File: src/rtl/vga_timing_gen.sv
// VGA raster timing: pixel/line counters, region FSMs and registered sync/blank/pulse outputs.
// Optional build macro VGA_PIPE_ALIGN_EN adds one vga_clk of delay on hs/vs.
module vga_timing_gen #(
    parameter int unsigned H_ACTIVE = 640,
    parameter int unsigned H_FP     = 16,
    parameter int unsigned H_SYNC   = 96,
    parameter int unsigned H_BP     = 48,
    parameter int unsigned V_ACTIVE = 480,
    parameter int unsigned V_FP     = 10,
    parameter int unsigned V_SYNC   = 2,
    parameter int unsigned V_BP     = 33
) (
    input  logic       vga_clk,
    input  logic       reset,
    input  logic       pix_en,
    output logic [9:0] DrawX,
    output logic [9:0] DrawY,
    output logic       blank,
    output logic       hs,
    output logic       vs,
    output logic       line_start,
    output logic       frame_start,
    output logic [7:0] frame_count
);

    localparam int unsigned CW      = 10;
    localparam int unsigned FCW     = 8;
    localparam int unsigned H_TOTAL = H_ACTIVE + H_FP + H_SYNC + H_BP;
    localparam int unsigned V_TOTAL = V_ACTIVE + V_FP + V_SYNC + V_BP;

    // Last coordinate of each region; a region FSM advances when the counter sits here.
    localparam logic [CW-1:0] H_ACT_LAST   = CW'(H_ACTIVE - 1);
    localparam logic [CW-1:0] H_FRONT_LAST = CW'(H_ACTIVE + H_FP - 1);
    localparam logic [CW-1:0] H_SYNC_LAST  = CW'(H_ACTIVE + H_FP + H_SYNC - 1);
    localparam logic [CW-1:0] H_LAST       = CW'(H_TOTAL - 1);
    localparam logic [CW-1:0] V_ACT_LAST   = CW'(V_ACTIVE - 1);
    localparam logic [CW-1:0] V_FRONT_LAST = CW'(V_ACTIVE + V_FP - 1);
    localparam logic [CW-1:0] V_SYNC_LAST  = CW'(V_ACTIVE + V_FP + V_SYNC - 1);
    localparam logic [CW-1:0] V_LAST       = CW'(V_TOTAL - 1);

    typedef enum logic [1:0] {HR_ACT, HR_FRONT, HR_SYNC, HR_BACK} h_state_t;
    typedef enum logic [1:0] {VR_ACT, VR_FRONT, VR_SYNC, VR_BACK} v_state_t;

    logic [CW-1:0]  r_x;
    logic [CW-1:0]  r_y;
    logic [FCW-1:0] r_fc;
    h_state_t       r_h_state;
    v_state_t       r_v_state;
    logic           r_blank;
    logic           r_hs;
    logic           r_vs;
    logic           r_ls;
    logic           r_fs;

    logic           w_eol;
    logic           w_eof;
    logic [CW-1:0]  w_x_next;
    logic [CW-1:0]  w_y_next;
    h_state_t       w_h_next;
    v_state_t       w_v_next;
    logic           w_blank_next;
    logic           w_hs_next;
    logic           w_vs_next;
    logic           w_ls_next;
    logic           w_fs_next;

    assign w_eol    = pix_en && (r_x == H_LAST);
    assign w_eof    = w_eol && (r_y == V_LAST);
    assign w_x_next = w_eol ? '0 : r_x + CW'(1);
    assign w_y_next = w_eof ? '0 : r_y + CW'(1);

    always_ff @(posedge vga_clk or posedge reset) begin
        if (reset) begin
            r_x  <= '0;
            r_y  <= '0;
            r_fc <= '0;
        end else if (pix_en) begin
            r_x <= w_x_next;
            if (w_eol) r_y  <= w_y_next;
            if (w_eof) r_fc <= r_fc + FCW'(1);
        end
    end

    // Region FSM state registers
    always_ff @(posedge vga_clk or posedge reset) begin
        if (reset) begin
            r_h_state <= HR_ACT;
            r_v_state <= VR_ACT;
        end else begin
            r_h_state <= w_h_next;
            r_v_state <= w_v_next;
        end
    end

    // Next-state logic: leave a region on the step out of its last coordinate
    always_comb begin
        w_h_next = r_h_state;
        w_v_next = r_v_state;
        if (pix_en) begin
            case (r_h_state)
                HR_ACT:   if (r_x == H_ACT_LAST)   w_h_next = HR_FRONT;
                HR_FRONT: if (r_x == H_FRONT_LAST) w_h_next = HR_SYNC;
                HR_SYNC:  if (r_x == H_SYNC_LAST)  w_h_next = HR_BACK;
                HR_BACK:  if (r_x == H_LAST)       w_h_next = HR_ACT;
                default:                           w_h_next = HR_ACT;
            endcase
        end
        if (w_eol) begin
            case (r_v_state)
                VR_ACT:   if (r_y == V_ACT_LAST)   w_v_next = VR_FRONT;
                VR_FRONT: if (r_y == V_FRONT_LAST) w_v_next = VR_SYNC;
                VR_SYNC:  if (r_y == V_SYNC_LAST)  w_v_next = VR_BACK;
                VR_BACK:  if (r_y == V_LAST)       w_v_next = VR_ACT;
                default:                           w_v_next = VR_ACT;
            endcase
        end
    end

    // Output decode from the next state so the registered outputs line up with DrawX/DrawY
    always_comb begin
        w_blank_next = 1'b0;
        w_hs_next    = 1'b1;
        w_vs_next    = 1'b1;
        w_ls_next    = 1'b0;
        w_fs_next    = 1'b0;
        w_blank_next = (w_h_next == HR_ACT) && (w_v_next == VR_ACT);
        w_hs_next    = (w_h_next != HR_SYNC);
        w_vs_next    = (w_v_next != VR_SYNC);
        w_ls_next    = w_eol;
        w_fs_next    = w_eof;
    end

    always_ff @(posedge vga_clk or posedge reset) begin
        if (reset) begin
            r_blank <= 1'b1;
            r_hs    <= 1'b1;
            r_vs    <= 1'b1;
            r_ls    <= 1'b0;
            r_fs    <= 1'b0;
        end else begin
            r_blank <= w_blank_next;
            r_hs    <= w_hs_next;
            r_vs    <= w_vs_next;
            r_ls    <= w_ls_next;
            r_fs    <= w_fs_next;
        end
    end

`ifdef VGA_PIPE_ALIGN_EN
    logic r_hs_d;
    logic r_vs_d;

    // Free-running delay stage matching a renderer that registers RGB one clock late
    always_ff @(posedge vga_clk or posedge reset) begin
        if (reset) begin
            r_hs_d <= 1'b1;
            r_vs_d <= 1'b1;
        end else begin
            r_hs_d <= r_hs;
            r_vs_d <= r_vs;
        end
    end

    assign hs = r_hs_d;
    assign vs = r_vs_d;
`else
    assign hs = r_hs;
    assign vs = r_vs;
`endif

    assign DrawX       = r_x;
    assign DrawY       = r_y;
    assign blank       = r_blank;
    assign line_start  = r_ls;
    assign frame_start = r_fs;
    assign frame_count = r_fc;

endmodule

File: config.mk
export PLATFORM = sky130hd
export DESIGN_NAME = vga_timing_gen
export DESIGN_NICKNAME = d
export VERILOG_FILES = /design/src/rtl/vga_timing_gen.sv
export SDC_FILE = /design/constraint.sdc
export NUM_CORES = 1
export LEC_CHECK = 0
export ABC_AREA = 1
export BUFFER_PORTS_ARGS = -buffer_cell sky130_fd_sc_hd__buf_2
export CAP_MARGIN = 20
export CORE_MARGIN = 10
export CORE_UTILIZATION = 49
export DETAILED_ROUTE_END_ITERATION = 7
export GPL_TIMING_DRIVEN = 0
export HOLD_SLACK_MARGIN = 0.1
export PLACE_DENSITY = 0.78
export SYNTH_ARGS = -nofsm -noshare
export SYNTH_HDL_FRONTEND = slang
export SYNTH_SLANG_ARGS = --single-unit
export TNS_END_PERCENT = 5
File: constraint.sdc
create_clock -name vga_clk -period 2.08 [get_ports vga_clk]
set_clock_uncertainty 0.1 [all_clocks]
set_input_delay 0.104 -clock vga_clk [delete_from_list [all_inputs] [get_ports vga_clk]]
set_output_delay 0.104 -clock vga_clk [all_outputs]
set_load 0.01 [all_outputs]
==> run_results.csv <==
group,metric,value,unit
logic_synthesis,synth_top_area_share,40.5,%
critical_path,cp-end-kind,"register",
logic_synthesis,synth_edf_count,0,
drt,post_drt_wl_per_cell,13.0,µm
cts,htree_levels,2,
sta,finalMaxSlewViolations,0,
critical_path,startpoint_type,"register",
logic_synthesis,synth_common_cells,"nand2_1, inv_1, dfrtp_1, nor2_1, nand3_1",
floorplan,fp.dieW,85.4,µm
sta,tns,0,ps
cells_and_area,fin_util,60.6,%
cells_and_area,fin_area,2480,µm²
drt,ant_nets,0,
global_routing,antenna_found_initial,0,
cts,clk_pin_slew,80,ps
drt,drt_iter0_drc,142,
sta,maxSlewHeadroom,49.7,%
critical_path,critical_path_class,"register to register",
sta,period_minus_slack,1900,ps
critical_path,regToRegSetupSlack,180,ps
cts,cts_resized,0,
logic_synthesis,ys.flop_type,"dfrtp_1",
critical_path,crit_family,"simple AND/OR/NAND/NOR gates",
critical_path,cp.arrival,1990,ps
power,p_leak,0.00131,µW
cells_and_area,area_growth,18.0,%
logic_synthesis,netlist-cell-type-count,28,
critical_path,worst_path_most_repeated_cell,"nand2_1",
power,vdd_ir_drop_max,0.541,mV
cts,cts-root-buf,"clkbuf_8",
sta,finalHoldViolations,0,
sta,tightest_slew,753,ps
critical_path,path_max_fanout,5,
critical_path,crit_chain,"ha_1, nand3_2, nor2_1, nand3_1, nor2_2, inv_1, nand2_1, nand2_1, nand2_1, inv_1",
logic_synthesis,synth_area,2100,µm²
cts,clkLatencyLatePin,290,ps
cts,cts_buffers,5,
drt,drcViolationCount,0,
placed_design,pre_cts_ws,234,ps
drt,routed_wl,4780,µm
run,max_cap_viol_count,0,
cts,cts.sinks,37,
global_routing,grt_overflow,0,
run_status,outcome,"completed",
sta,hold_ws,387,ps
placed_design,gp_congestion,0.863,
floorplan,initial_utilization,51.3,%
sta,layout_setup_ws,176,ps
global_routing,grt_use_total,13.5,%
critical_path,crit_buf_inv,2,
logic_synthesis,ys_warn_count,0,
logic_synthesis,yosysMostFrequentCell,"nand2_1",
cts,cts_tree,"done",
logic_synthesis,synth_largest_area_cell,"dfrtp_1",
logic_synthesis,syn_inst,272,
floorplan,dieHeight,85.4,µm
worst_hold_path,hp-class,"primary input to asynchronous set/reset pin",
placed_design,port_buffers,35,
cells_and_area,layout-drive-gt1-share,19.6,%
critical_path,crit_cells,10,
logic_synthesis,synth-seq-cells,37,
critical_path,max_stage_delay,420,ps
cells_and_area,diodes,0,
drt,first_pass_iters,4,
global_routing,grt_pass1_vias,1824,
cts,cts_max_path_buffers,2,
sta,setup_violations,0,
floorplan,core_area,4090,µm²
power,power.density,782,nW/µm²
logic_synthesis,async_reset_ff_share,100,%
sta,min_period_over_period,91.5,%
critical_path,reg2reg_from,"DrawX[0]",
critical_path,cp_data_required_time,2160,ps
critical_path,critPathCapture,"DrawX[9]",
floorplan,die-area,7300,µm²
cells_and_area,nets,324,
logic_synthesis,syn-num-nets,280,
drt,vias_per_cell,5.10,
logic_synthesis,yosysSeqAreaShare,44.3,%
global_routing,grt_pass1_wl,8250,µm
logic_synthesis,syn_avg_cell_area,7.71,µm²
sta,rsz0062_at_grt,"no",
critical_path,cp-startpoint,"DrawX[0]",
floorplan,rows,23,
placed_design,hpwl,3550,µm
critical_path,slowest_stage,"dfrtp_1",
global_routing,grt_max_degree,38,
logic_synthesis,yosys-top-cells-area,"dfrtp_1, nand2_1, inv_1, nor2_1, nand3_1",
sta,fmax,0.525,GHz
placed_design,postPlaceCellArea,2340,µm²
drt,vias,1872,
critical_path,reg2reg_depth,10,
floorplan,io_pins,36,
critical_path,rr_endpoint,"DrawX[9]",
[cells by family (layout without fill, tap and decap cells)]
kind of cell | count (synthesis) | after routing | synth area share [%]
compound gates | 22 | 22 | 5.49
xor+xnor | 12 | 12 | 5.01
fa+ha+maj | 5 | 5 | 2.98
buf+inv | 48 | 93 | 8.94
flops | 37 | 37 | 44.3
simple gates | 148 | 148 | 33.3
[worst reg2reg max path, delay by kind of cell (launching register included)]
family        cells  cell delay [ps]
flops             1              420
simple gates      7              840
fa+ha+maj         1              250
buf+inv           2              190
[layout make-up]
cell class | instances | area (µm²)
Sequential cell | 37 | 930
Fill cell | 371 | 1610
Inverter | 46 | 173
Multi-Input combinational cell | 187 | 981
Timing Repair Buffer | 37 | 195
Clock inverter | 2 | 37.5
Buffer | 2 | 15.0
Clock buffer | 6 | 82.6
Tap cell | 50 | 62.6
[placed cells by master, fill, tap and decap left out, types with 5 or more instances in the layout]
master,synthesis,layout
dfrtp_1,34,34
buf_2,0,35
a21oi_1,10,10
inv_1,44,43
ha_1,5,5
nand3_1,21,21
clkbuf_8,0,6
nor2_1,31,31
o21ai_0,9,9
nor3_1,10,10
nand2_1,69,69
nand4_1,5,5
xor2_1,11,11
[per-stage QoR]
step | power (µW) | std cells
after global placement | 1270 | 357
after floorplan | 1140 | 272
after global routing | 2040 | 367
after detailed placement | 1280 | 357
after CTS | 1950 | 367
final | 1940 | 367
[flip-flops by register name (all words and copies together) (netlist names)]
signal / cells
DrawX: 10
DrawY: 10
blank: 1
frame_count: 8
frame_start: 1
hs: 1
line_start: 1
r_h_state: 2
r_v_state: 2
vs: 1
[metal layers]
metal | part of all wire (%) | vias to the layer above | GRT usage [%]
met5 | 0 | - | 0
met2 | 48 | 58 | 22.5
li1 | - | 935 | -
met1 | 43 | 875 | 15.9
met3 | 8.1 | 4 | 5.26
met4 | 0.71 | 0 | 2.99
[worst min-delay path by stage]
stage                              start             end  slack, ps  cells after the start
after detailed placement           reset        DrawX[7]        190                      2
after floorplan                    reset        DrawX[0]        180                      1
final                              reset        DrawX[7]        390                      3
after CTS                       DrawY[9]        DrawY[9]        410                      2
after global routing      frame_count[0]  frame_count[0]        460                      1
after global placement          DrawY[9]        DrawY[9]        390                      2
[report_power, final]
| group | switching, µW | total [µW] | internal, µW |
|---|---|---|---|
| Clock | 265 | 655 | 390 |
| Combinational | 236 | 376 | 140 |
| Sequential | 108 | 904 | 795 |
[repair_timing]
action,4_1_cts,5_1_grt
endpoints found under the hold margin,35,0
hold buffers,2,0
setup buffers,0,0
(Power assumes the default switching activity.)
